## config.mk

```make
export PLATFORM = sky130hd
export DESIGN_NAME = mdu_seq
export DESIGN_NICKNAME = d
export VERILOG_FILES = /design/src/rtl/mdu_seq.sv
export SDC_FILE = /design/constraint.sdc
export NUM_CORES = 1
export LEC_CHECK = 0
export BUFFER_PORTS_ARGS = -buffer_cell sky130_fd_sc_hd__buf_4
export CAP_MARGIN = 20
export CORE_AREA = 5 5 178 266
export DETAILED_ROUTE_END_ITERATION = 10
export DIE_AREA = 0 0 183 271
export PLACE_DENSITY = 0.55
export SETUP_SLACK_MARGIN = 0.05
export SYNTH_ARGS = -nofsm -noshare
export SYNTH_HDL_FRONTEND = slang
export SYNTH_SLANG_ARGS = --single-unit
```

## constraint.sdc

```tcl
create_clock -name clk -period 3.8 [get_ports clk]
set_clock_uncertainty 0.15 [all_clocks]
set_input_delay 0.57 -clock clk [delete_from_list [all_inputs] [get_ports clk]]
set_output_delay 0.57 -clock clk [all_outputs]
set_load 0.02 [all_outputs]
```

## src/rtl/mdu_seq.sv

```systemverilog
// Sequential RV32M multiply/divide unit.
// One radix-2 step per cycle on operand magnitudes, then a single fixup cycle
// for sign correction and the divide special cases, so every operation takes
// exactly DATA_WIDTH+2 cycles from acceptance to the Done pulse.
// Ports:
//   clk, rst_n        - clock, asynchronous active-low reset
//   Start, Kill       - begin an operation (IDLE only) / abort one in flight
//   SrcA, SrcB        - multiplicand/dividend, multiplier/divisor
//   Operation         - RV32M funct3 (MUL..REMU)
//   Busy, Done        - in-flight flag, one-cycle result-valid pulse
//   MDUResult         - result of the last completed operation
module mdu_seq #(
  parameter int unsigned DATA_WIDTH    = 32,
  parameter int unsigned OPCODE_LENGTH = 3
) (
  input  logic                     clk,
  input  logic                     rst_n,
  input  logic                     Start,
  input  logic                     Kill,
  input  logic [DATA_WIDTH-1:0]    SrcA,
  input  logic [DATA_WIDTH-1:0]    SrcB,
  input  logic [OPCODE_LENGTH-1:0] Operation,
  output logic                     Busy,
  output logic                     Done,
  output logic [DATA_WIDTH-1:0]    MDUResult
);

  localparam int unsigned W     = DATA_WIDTH;
  localparam int unsigned CNT_W = $clog2(DATA_WIDTH) + 1;
  localparam logic [W-1:0] MOST_NEG = {1'b1, {(W-1){1'b0}}};

  typedef enum logic [1:0] {
    S_IDLE  = 2'd0,
    S_CALC  = 2'd1,
    S_FIXUP = 2'd2,
    S_DONE  = 2'd3
  } state_t;

  state_t                   r_state;
  logic [CNT_W-1:0]         r_cnt;
  logic [OPCODE_LENGTH-1:0] r_op;
  logic [W-1:0]             r_a;      // multiplicand or divisor magnitude
  logic [W-1:0]             r_hi;     // partial product high / running remainder
  logic [W-1:0]             r_lo;     // multiplier bits / dividend -> quotient bits
  logic [W-1:0]             r_srca;   // raw dividend, returned on divide by zero
  logic                     r_a_neg;
  logic                     r_b_neg;
  logic                     r_b_zero;
  logic                     r_ovf;

  // Operand decode at acceptance: which operands are interpreted as signed
  logic         w_a_signed, w_b_signed, w_a_neg, w_b_neg, w_is_div;
  logic [W-1:0] w_a_mag, w_b_mag;

  always_comb begin
    w_is_div   = Operation[2];
    w_a_signed = 1'b0;
    w_b_signed = 1'b0;
    case (Operation[2:0])
      3'b001:         begin w_a_signed = 1'b1; w_b_signed = 1'b1; end
      3'b010:         begin w_a_signed = 1'b1; end
      3'b100, 3'b110: begin w_a_signed = 1'b1; w_b_signed = 1'b1; end
      default:        ;
    endcase
    w_a_neg = w_a_signed & SrcA[W-1];
    w_b_neg = w_b_signed & SrcB[W-1];
    w_a_mag = w_a_neg ? -SrcA : SrcA;
    w_b_mag = w_b_neg ? -SrcB : SrcB;
  end

  // One iteration: shift-add for multiply, restoring subtract-shift for divide
  logic [W:0] w_mul_sum, w_div_sh, w_div_sub;
  logic       w_div_ge;

  always_comb begin
    w_mul_sum = {1'b0, r_hi} + ({1'b0, r_a} & {(W+1){r_lo[0]}});
    w_div_sh  = {r_hi, r_lo[W-1]};
    w_div_ge  = (w_div_sh >= {1'b0, r_a});
    w_div_sub = w_div_sh - {1'b0, r_a};
  end

  // Sign correction and special cases; r_lo holds the quotient, r_hi the remainder
  logic [2*W-1:0] w_prod, w_prod_s;
  logic [W-1:0]   w_quo, w_rem, w_result;

  always_comb begin
    w_prod   = {r_hi, r_lo};
    w_prod_s = (r_a_neg ^ r_b_neg) ? -w_prod : w_prod;
    w_quo    = (r_a_neg ^ r_b_neg) ? -r_lo : r_lo;
    w_rem    = r_a_neg ? -r_hi : r_hi;
    w_result = '0;
    case (r_op[2:0])
      3'b000:                 w_result = w_prod_s[W-1:0];
      3'b001, 3'b010, 3'b011: w_result = w_prod_s[2*W-1:W];
      3'b100:  w_result = r_b_zero ? '1 : (r_ovf ? r_srca : w_quo);
      3'b101:  w_result = r_b_zero ? '1 : r_lo;
      3'b110:  w_result = r_b_zero ? r_srca : (r_ovf ? '0 : w_rem);
      default: w_result = r_b_zero ? r_srca : r_hi;
    endcase
  end

  // Control FSM and datapath registers
  always_ff @(posedge clk or negedge rst_n) begin
    if (!rst_n) begin
      r_state   <= S_IDLE;
      r_cnt     <= '0;
      r_op      <= '0;
      r_a       <= '0;
      r_hi      <= '0;
      r_lo      <= '0;
      r_srca    <= '0;
      r_a_neg   <= 1'b0;
      r_b_neg   <= 1'b0;
      r_b_zero  <= 1'b0;
      r_ovf     <= 1'b0;
      Busy      <= 1'b0;
      Done      <= 1'b0;
      MDUResult <= '0;
    end else begin
      Done <= 1'b0;
      case (r_state)
        S_IDLE: begin
          // Kill wins over a simultaneous Start
          if (Start && !Kill) begin
            r_op     <= Operation;
            r_a      <= w_is_div ? w_b_mag : w_a_mag;
            r_hi     <= '0;
            r_lo     <= w_is_div ? w_a_mag : w_b_mag;
            r_srca   <= SrcA;
            r_a_neg  <= w_a_neg;
            r_b_neg  <= w_b_neg;
            r_b_zero <= (SrcB == '0);
            r_ovf    <= w_is_div && !Operation[0] && (SrcA == MOST_NEG) && (SrcB == '1);
            r_cnt    <= '0;
            r_state  <= S_CALC;
            Busy     <= 1'b1;
          end
        end
        S_CALC: begin
          if (Kill) begin
            r_state <= S_IDLE;
            Busy    <= 1'b0;
          end else begin
            if (r_op[2]) begin
              r_hi <= w_div_ge ? w_div_sub[W-1:0] : w_div_sh[W-1:0];
              r_lo <= {r_lo[W-2:0], w_div_ge};
            end else begin
              r_hi <= w_mul_sum[W:1];
              r_lo <= {w_mul_sum[0], r_lo[W-1:1]};
            end
            r_cnt <= r_cnt + CNT_W'(1);
            if (r_cnt == CNT_W'(W-1)) r_state <= S_FIXUP;
          end
        end
        S_FIXUP: begin
          if (Kill) begin
            r_state <= S_IDLE;
            Busy    <= 1'b0;
          end else begin
            MDUResult <= w_result;
            r_state   <= S_DONE;
            Busy      <= 1'b0;
            Done      <= 1'b1;
          end
        end
        default: r_state <= S_IDLE;
      endcase
    end
  end

endmodule

```

; Yosys cells after proc, flatten, opt, wreduce, memory -nomap -nowiden
; Index checks and enable logic that the tools add are counted.
[totals]
mem_count = 0
latch_bits = 0
inputBits = 71
word_cells = 104
mem_bits_ro = 0
register_bits = 177
ramBits = 0
output_inout_bits = 34
[classes]
div_mod_pow = 0
shift = 0
order_cmp = 1
add_sub_neg = 8
n_reduce_logical = 19
muxes = 38
n_bitwise = 5
multipliers = 0
n_eq_ne = 19
[op_table]
columns = operator, count
row1 = 2-to-1 mux 32 bit, 19
row2 = case mux 32 bit (5 select lines), 1
row3 = negation 32 bit, 4
row4 = case mux 32 bit (2 select lines), 2
row5 = "equality test 32 bit, second input constant", 2
row6 = 2-to-1 mux 64 bit, 1
row7 = negation 64 bit, 1
row8 = adder 32 x 33 -> 33 bit, 1
row9 = bitwise AND 32 x 33 -> 33 bit, 1
row10 = >= comparator 33 x 32 -> 1 bit, 1
row11 = logical NOT 32 bit, 1
row12 = subtractor 32 bit, 1
row13 = "equality test 3 bit, second input constant", 5
row14 = 2-to-1 mux 6 bit, 2
row15 = case mux 6 bit (2 select lines), 1
row16 = "equality test 3 x 2 -> 1 bit, second input constant", 3
row17 = 2-to-1 mux 2 bit, 4
row18 = "adder 6 x 1 -> 6 bit, second input constant", 1
row19 = "equality test 3 x 1 -> 1 bit, second input constant", 2
row20 = "equality test 6 x 5 -> 1 bit, second input constant", 1
row21 = 2-to-1 mux 1 bit, 6
row22 = "!= test 2 bit, second input constant", 3
row23 = case mux 2 bit (3 select lines), 1
row24 = AND reduction 2 bit, 3
row25 = 16 further kinds, 23

; Depth between registers and ports, before layout
[depth]
depth_word = 8
mapped_depth = 14
depth_no_buf = 13

; Worst setup path before layout
; OpenSTA, ideal clock, no wires.
[synth_timing]
path_kind = register -> register
from = reg r_lo[0]
to = reg r_hi[27]
stages_incl_launch_ff = 15
setup_time_ps = 138
slack_ps = 491
required_time_ps = 3512
period_less_slack_ps = 3309
arrival_time_ps = 3021
n_path_buf = 2
cell_sequence = dfrtp_1 inv_1 clkbuf_1 nor2_1 ha_1 clkbuf_1 nand3_1 o211a_1 o21ai_0 nor4_1 and2_1 or2_2 xnor2_1 a222oi_1 o21ai_0
[synth_between]
elab_chain_cells = 5
[synth_lines]
columns = element, line
row1 = start: declaration, 44  ; logic [W-1:0] r_lo;
row2 = start signal: assignment, 128  ; r_lo <= w_is_div ? w_a_mag : w_b_mag;
row3 = start signal: assignment, 146  ; r_lo <= {r_lo[W-2:0], w_div_ge};
row4 = start signal: assignment, 149  ; r_lo <= {w_mul_sum[0], r_lo[W-1:1]};
row5 = bitwise AND 32 x 33 -> 33 bit, 76  ; w_mul_sum = {1'b0, r_hi} + ({1'b0, r_a} & {(W+1){r_lo[0]}});
row6 = adder 32 x 33 -> 33 bit, 76
row7 = 2-to-1 mux 32 bit, 144  ; if (r_op[2]) begin
row8 = 2-to-1 mux 32 bit, 140  ; if (Kill) begin
row9 = case mux 32 bit (2 select lines), 121  ; case (r_state)
row10 = end signal: assignment, 145  ; r_hi <= w_div_ge ? w_div_sub[W-1:0] : w_div_sh[W-1:0];
row11 = end signal: assignment, 148  ; r_hi <= w_mul_sum[W:1];
row12 = end: declaration, 43  ; logic [W-1:0] r_hi;
; Every way passes these cells. The select of a mux whose other input is x is not followed.
; A chain may end at the register's enable or synchronous reset.

; Final worst setup path
[layout_timing]
from = reg r_hi[4]
to = reg r_hi[23]
[layout_between]
elab_chain_cells = 5
elab_cells_between_ends = 7
classes_between = add/sub: 2 / order compare: 1 / mux: 4
[layout_lines]
columns = element, line
row1 = subtractor 32 bit / >= comparator 33 x 32 -> 1 bit (equally long branches), "79, 78"
row2 = 2-to-1 mux 32 bit, 145
row3 = 2-to-1 mux 32 bit (*), 144
row4 = 2-to-1 mux 32 bit (*), 140
row5 = case mux 32 bit (2 select lines) (*), 121
; Every way passes the cells marked *; elsewhere a longest branch is shown, timed or not. The select of a mux whose other input is x is not followed.

==> summary by stage <==
Clock network
The tree is rooted in a sky130_fd_sc_hd__clkbuf_16. Clock-pin slew was measured on the worst setup and hold paths at 0.08 ns. The maximum buffer depth of the clock tree is 2. In this run the number of H-tree levels came out at 4. The CTS sink count is 177. Buffers inserted to repair hold after CTS numbered 0. TritonCTS built the clock tree. For the worst-skew pair, the clock arrives at the later sink with an insertion delay of 0.48 ns. Clock tree synthesis inserted a total of 17 buffers.

Critical path
Traced cell by cell, the critical path runs through ha_1 > nand4_1 > a211oi_1 > o31a_1 > nor3_1 > o41a_2 > a2111oi_0 > o211ai_1 > o211ai_1. The largest single stage delay on the critical path is 0.64 ns. The worst setup path is of the reg -> reg kind. Counting stages on the worst path, the most repeated cell is sky130_fd_sc_hd__o211ai_1.

The kind of cell adding the most delay to the critical path is compound AO/OA/AOI/OAI gates. The required time of the critical path is 4.02 ns. The sum of buffers and inverters on the critical path is 0. The largest fanout on the critical path is 12.

The worst setup path is captured at a flop. On the critical path, the stage with the largest delay is an instance of sky130_fd_sc_hd__o41a_2. For flop-to-flop paths, the worst setup slack is 0.13 ns. The data arrival time at the worst-slack endpoint is 3.89 ns. STA classifies the critical path startpoint as a flop.

Global routing
Summed over all layers, the global routing overflow is 0. The via count of the first global-routing pass is 18400. The initial antenna violation count was 1. In the global route stage, overall resource usage came out at 31.2%. The fraction of met2 tracks used by global routing is 50.7%. Entering global routing, the biggest net connects 99 pins. After global routing, the most crowded layer is met2. Global routing used 3.48% of the available met3 tracks.

The first-pass GRT wire length is 117000 um. The global routing met1 resource utilization is 37.2%.

Power
The internal portion of the total power is 8.65 mW. The highest ir drop seen on vdd is 0.000395 V. The proportion of power drawn by combinational gates is 69.0%. The part of the power in the clock network is 9.9%. The analysis attributes to cell leakage a power of 8.39 nW.

The switching fraction of total power is 54.5%. Summing internal, switching and leakage power gives 19.0 mW. The analysis attributes to net switching a power of 10.4 mW. The power density over cell area is 945 nW/um2. Per report_power, the sequential group accounts for 21.1% of the total.

Drt
The total iterations of the first detailed-routing run is 6. The average wire per standard cell is 26.6 um. The detailed-route DRC error count is 0. In this run the remaining antenna-violating nets after routing total 0. The detailed-route via count is 18800. The vias per cell is 6.30. For this block, the routed nets add up to 79700 um of wire. The detailed router finished its first iteration with 1845 violations.

Place
Once placement finished, the instance area stood at 19500 um2. The worst-case setup slack after placement is 0.0548 ns. The number of input and output port buffers inserted is 104.

After detailed placement, the design holds a cell count of 2959. Detailed placement ended at an HPWL of 62900 um. The final weighted congestion in routability-driven placement is 1.03.

Flow run
The total of max-cap violations is 0.

Yosys
For this run, asynchronously set or reset flops after synthesis account for 100%. The number of distinct library cells after synthesis is 88. The number of synthesis warnings is 0. Counting instances in the post-synthesis netlist gives the leading cell types as sky130_fd_sc_hd__a21oi_1, sky130_fd_sc_hd__nor2_1, sky130_fd_sc_hd__nand2_1, sky130_fd_sc_hd__o21ai_0, sky130_fd_sc_hd__dfrtp_1. The cell area that synthesis handed to floorplanning was 17600 um2. The mean instance size in the synthesized netlist is 7.57 um2. In the synthesized netlist the dominant register cell turns out to be sky130_fd_sc_hd__dfrtp_1.

The sequential share of the synthesized area is 25.1%. The synthesized instance count is 2329. In this run, synthesis inferred 0 flip-flops with an integrated enable. The post-synthesis cell type with the largest combined area is sky130_fd_sc_hd__dfrtp_1. The share of the synthesized area in the top cell type is 25.1%. After synthesis, the cell types taking the most area are sky130_fd_sc_hd__dfrtp_1, sky130_fd_sc_hd__a21oi_1, sky130_fd_sc_hd__o21ai_0.

Synthesis produced a netlist with a net count of 2476. Yosys instantiated no cell more often than sky130_fd_sc_hd__a21oi_1. Counting flops and latches in the post-synthesis netlist gives 177.

STA
The max-slew violation count was 0. The maximum operating frequency is 0.273 GHz. The transition time at the pin with the least slew margin is 0.904 ns.

The total negative slack for setup checks is 0 ns. The minimum setup slack in the final design is 0.131 ns. The setup-violating endpoint count in the final report is 0. The final number of hold-violating endpoints is 3.

The worst path needs 3.67 ns of the cycle, external delays included. The worst path uses 96.5% of the clock period. Measured against its own limit, the worst slew margin works out to 39.5%. Setup repair after global routing could not meet its margin everywhere. The worst hold margin is -0.0130 ns.

Finish
The final design utilization is 45.2%. Cells with a size suffix above 1 make up 16.0% of the layout. Summing all multi-input logic gate instances after layout gives 12300 um2. The number of standard cells in the final layout excluding fillers is 2992. Compared with the post-synthesis result, the final layout area differs by 14.2%.

The final layout contains 2543 nets. The finished cells cover 20100 um2. Counting the fill cells in the layout gives 4623. Summing all flip-flop and latch instances after layout gives 4430 um2.

Floorplan
The area of the die is 49600 um2. The region available for standard cell placement spans 44600 um2. 105 I/O pins were placed. The number of placement rows is 95. For this configuration, the core starts out at a cell density of 39.5%. The x dimension of the die is 183 um. Measured along the y axis, the die boundary spans 271 um.

Run status
The flow ran to the end, but the final reports show violations. The final reports fail on hold timing.

Min path
The path type of the worst min-delay path is in -> async.
==> per-layer routing <==
metal  wire length, um  vias to the layer above
li1                  -                     8614
met1             30300                     9007
met2             37000                      935
met3              4670                      282
met4              7650                        0
met5                 0                        -
==> repair_timing <==
action	CTS	global route
resized for setup	1	13
setup buffers	0	0
endpoints found under the setup margin	2	12
==> state kept, by name, summed over array words and instances (netlist names) <==
name       count
r_srca        32
r_state        2
r_a           32
r_cnt          6
r_b_zero       1
r_lo          32
Busy           1
r_op           3
r_a_neg        1
r_hi          32
MDUResult     32
r_b_neg        1
r_ovf          1
Done           1
==> path summary, 6_finish.rpt <==
path	from	endpoint	cells after the start
worst max-delay path	r_hi[4]	r_hi[23]	9
worst min-delay path	rst_n	r_a[31]	1
worst max register to register	r_hi[4]	r_hi[23]	9
worst min register to register	r_a[26]	r_a[26]	2
max in group asynchronous	rst_n	r_a[29]	2
min in group clk	Kill	r_state[1]	2
==> layout by cell type (no fill, tap or decap), types with 11 or more instances in the layout <==
cell / synthesis / layout
sky130_fd_sc_hd__o221ai_1: 17 / 17
sky130_fd_sc_hd__dfrtp_1: 177 / 175
sky130_fd_sc_hd__and3_1: 19 / 19
sky130_fd_sc_hd__xnor2_1: 111 / 110
sky130_fd_sc_hd__nand2_1: 236 / 236
sky130_fd_sc_hd__a21o_1: 28 / 28
sky130_fd_sc_hd__buf_4: 2 / 227
sky130_fd_sc_hd__a22oi_1: 17 / 17
sky130_fd_sc_hd__o21a_1: 11 / 11
sky130_fd_sc_hd__o41ai_1: 13 / 12
sky130_fd_sc_hd__mux2_2: 59 / 59
sky130_fd_sc_hd__nand4_1: 27 / 27
sky130_fd_sc_hd__xor2_1: 85 / 84
sky130_fd_sc_hd__nand3_1: 41 / 41
sky130_fd_sc_hd__o31ai_1: 34 / 32
sky130_fd_sc_hd__o21ai_0: 208 / 206
sky130_fd_sc_hd__inv_1: 60 / 60
sky130_fd_sc_hd__nor2_1: 238 / 236
sky130_fd_sc_hd__clkbuf_16: 0 / 17
sky130_fd_sc_hd__nor3_1: 51 / 50
sky130_fd_sc_hd__or3_1: 20 / 20
sky130_fd_sc_hd__and2_1: 11 / 11
sky130_fd_sc_hd__nor2b_1: 15 / 15
sky130_fd_sc_hd__nor4_1: 17 / 15
sky130_fd_sc_hd__a31oi_1: 24 / 23
sky130_fd_sc_hd__mux2i_1: 47 / 47
sky130_fd_sc_hd__a211oi_1: 28 / 26
sky130_fd_sc_hd__or4_1: 12 / 12
sky130_fd_sc_hd__a21oi_1: 263 / 262
sky130_fd_sc_hd__a221oi_1: 14 / 14
sky130_fd_sc_hd__a311oi_1: 12 / 12
sky130_fd_sc_hd__ha_1: 74 / 74
sky130_fd_sc_hd__o211ai_1: 27 / 27
==> logic make-up (layout without fill, tap and decap cells) <==
logic type	after synthesis	after routing	synth area share, %
other	0	1	0
and+or+nand+nor	741	741	19.8
muxes	106	106	6.44
buffers and inverters	246	326	5.53
xor gates and xnor gates	196	196	9.74
adders and majority gates	76	76	5.48
DFF	177	177	25.1
AOI/OAI and AO/OA	787	787	27.9
==> area by class of cell <==
cell class / instances / area share (%)
Antenna cell: 1 / 0.0124
Clock buffer: 18 / 2.18
Clock inverter: 14 / 0.814
Inverter: 62 / 1.16
Multi-Input combinational cell: 1906 / 61.3
Sequential cell: 177 / 22.0
Tap cell: 582 / 3.62
Timing Repair Buffer: 232 / 8.93
==> power groups by stage <==
| stage | clock, mW | sequential (mW) | combinational, mW |
|---|---|---|---|
| floorplan | 0 | 3.48 | 8.50 |
| global placement | 0 | 3.96 | 12.7 |
| detailed placement | 0 | 3.98 | 12.8 |
| CTS | 1.91 | 3.94 | 12.9 |
| global route | 1.98 | 4.06 | 14.1 |
| finish | 1.89 | 4.01 | 13.1 |
Power figures use the tool's default switching activity.
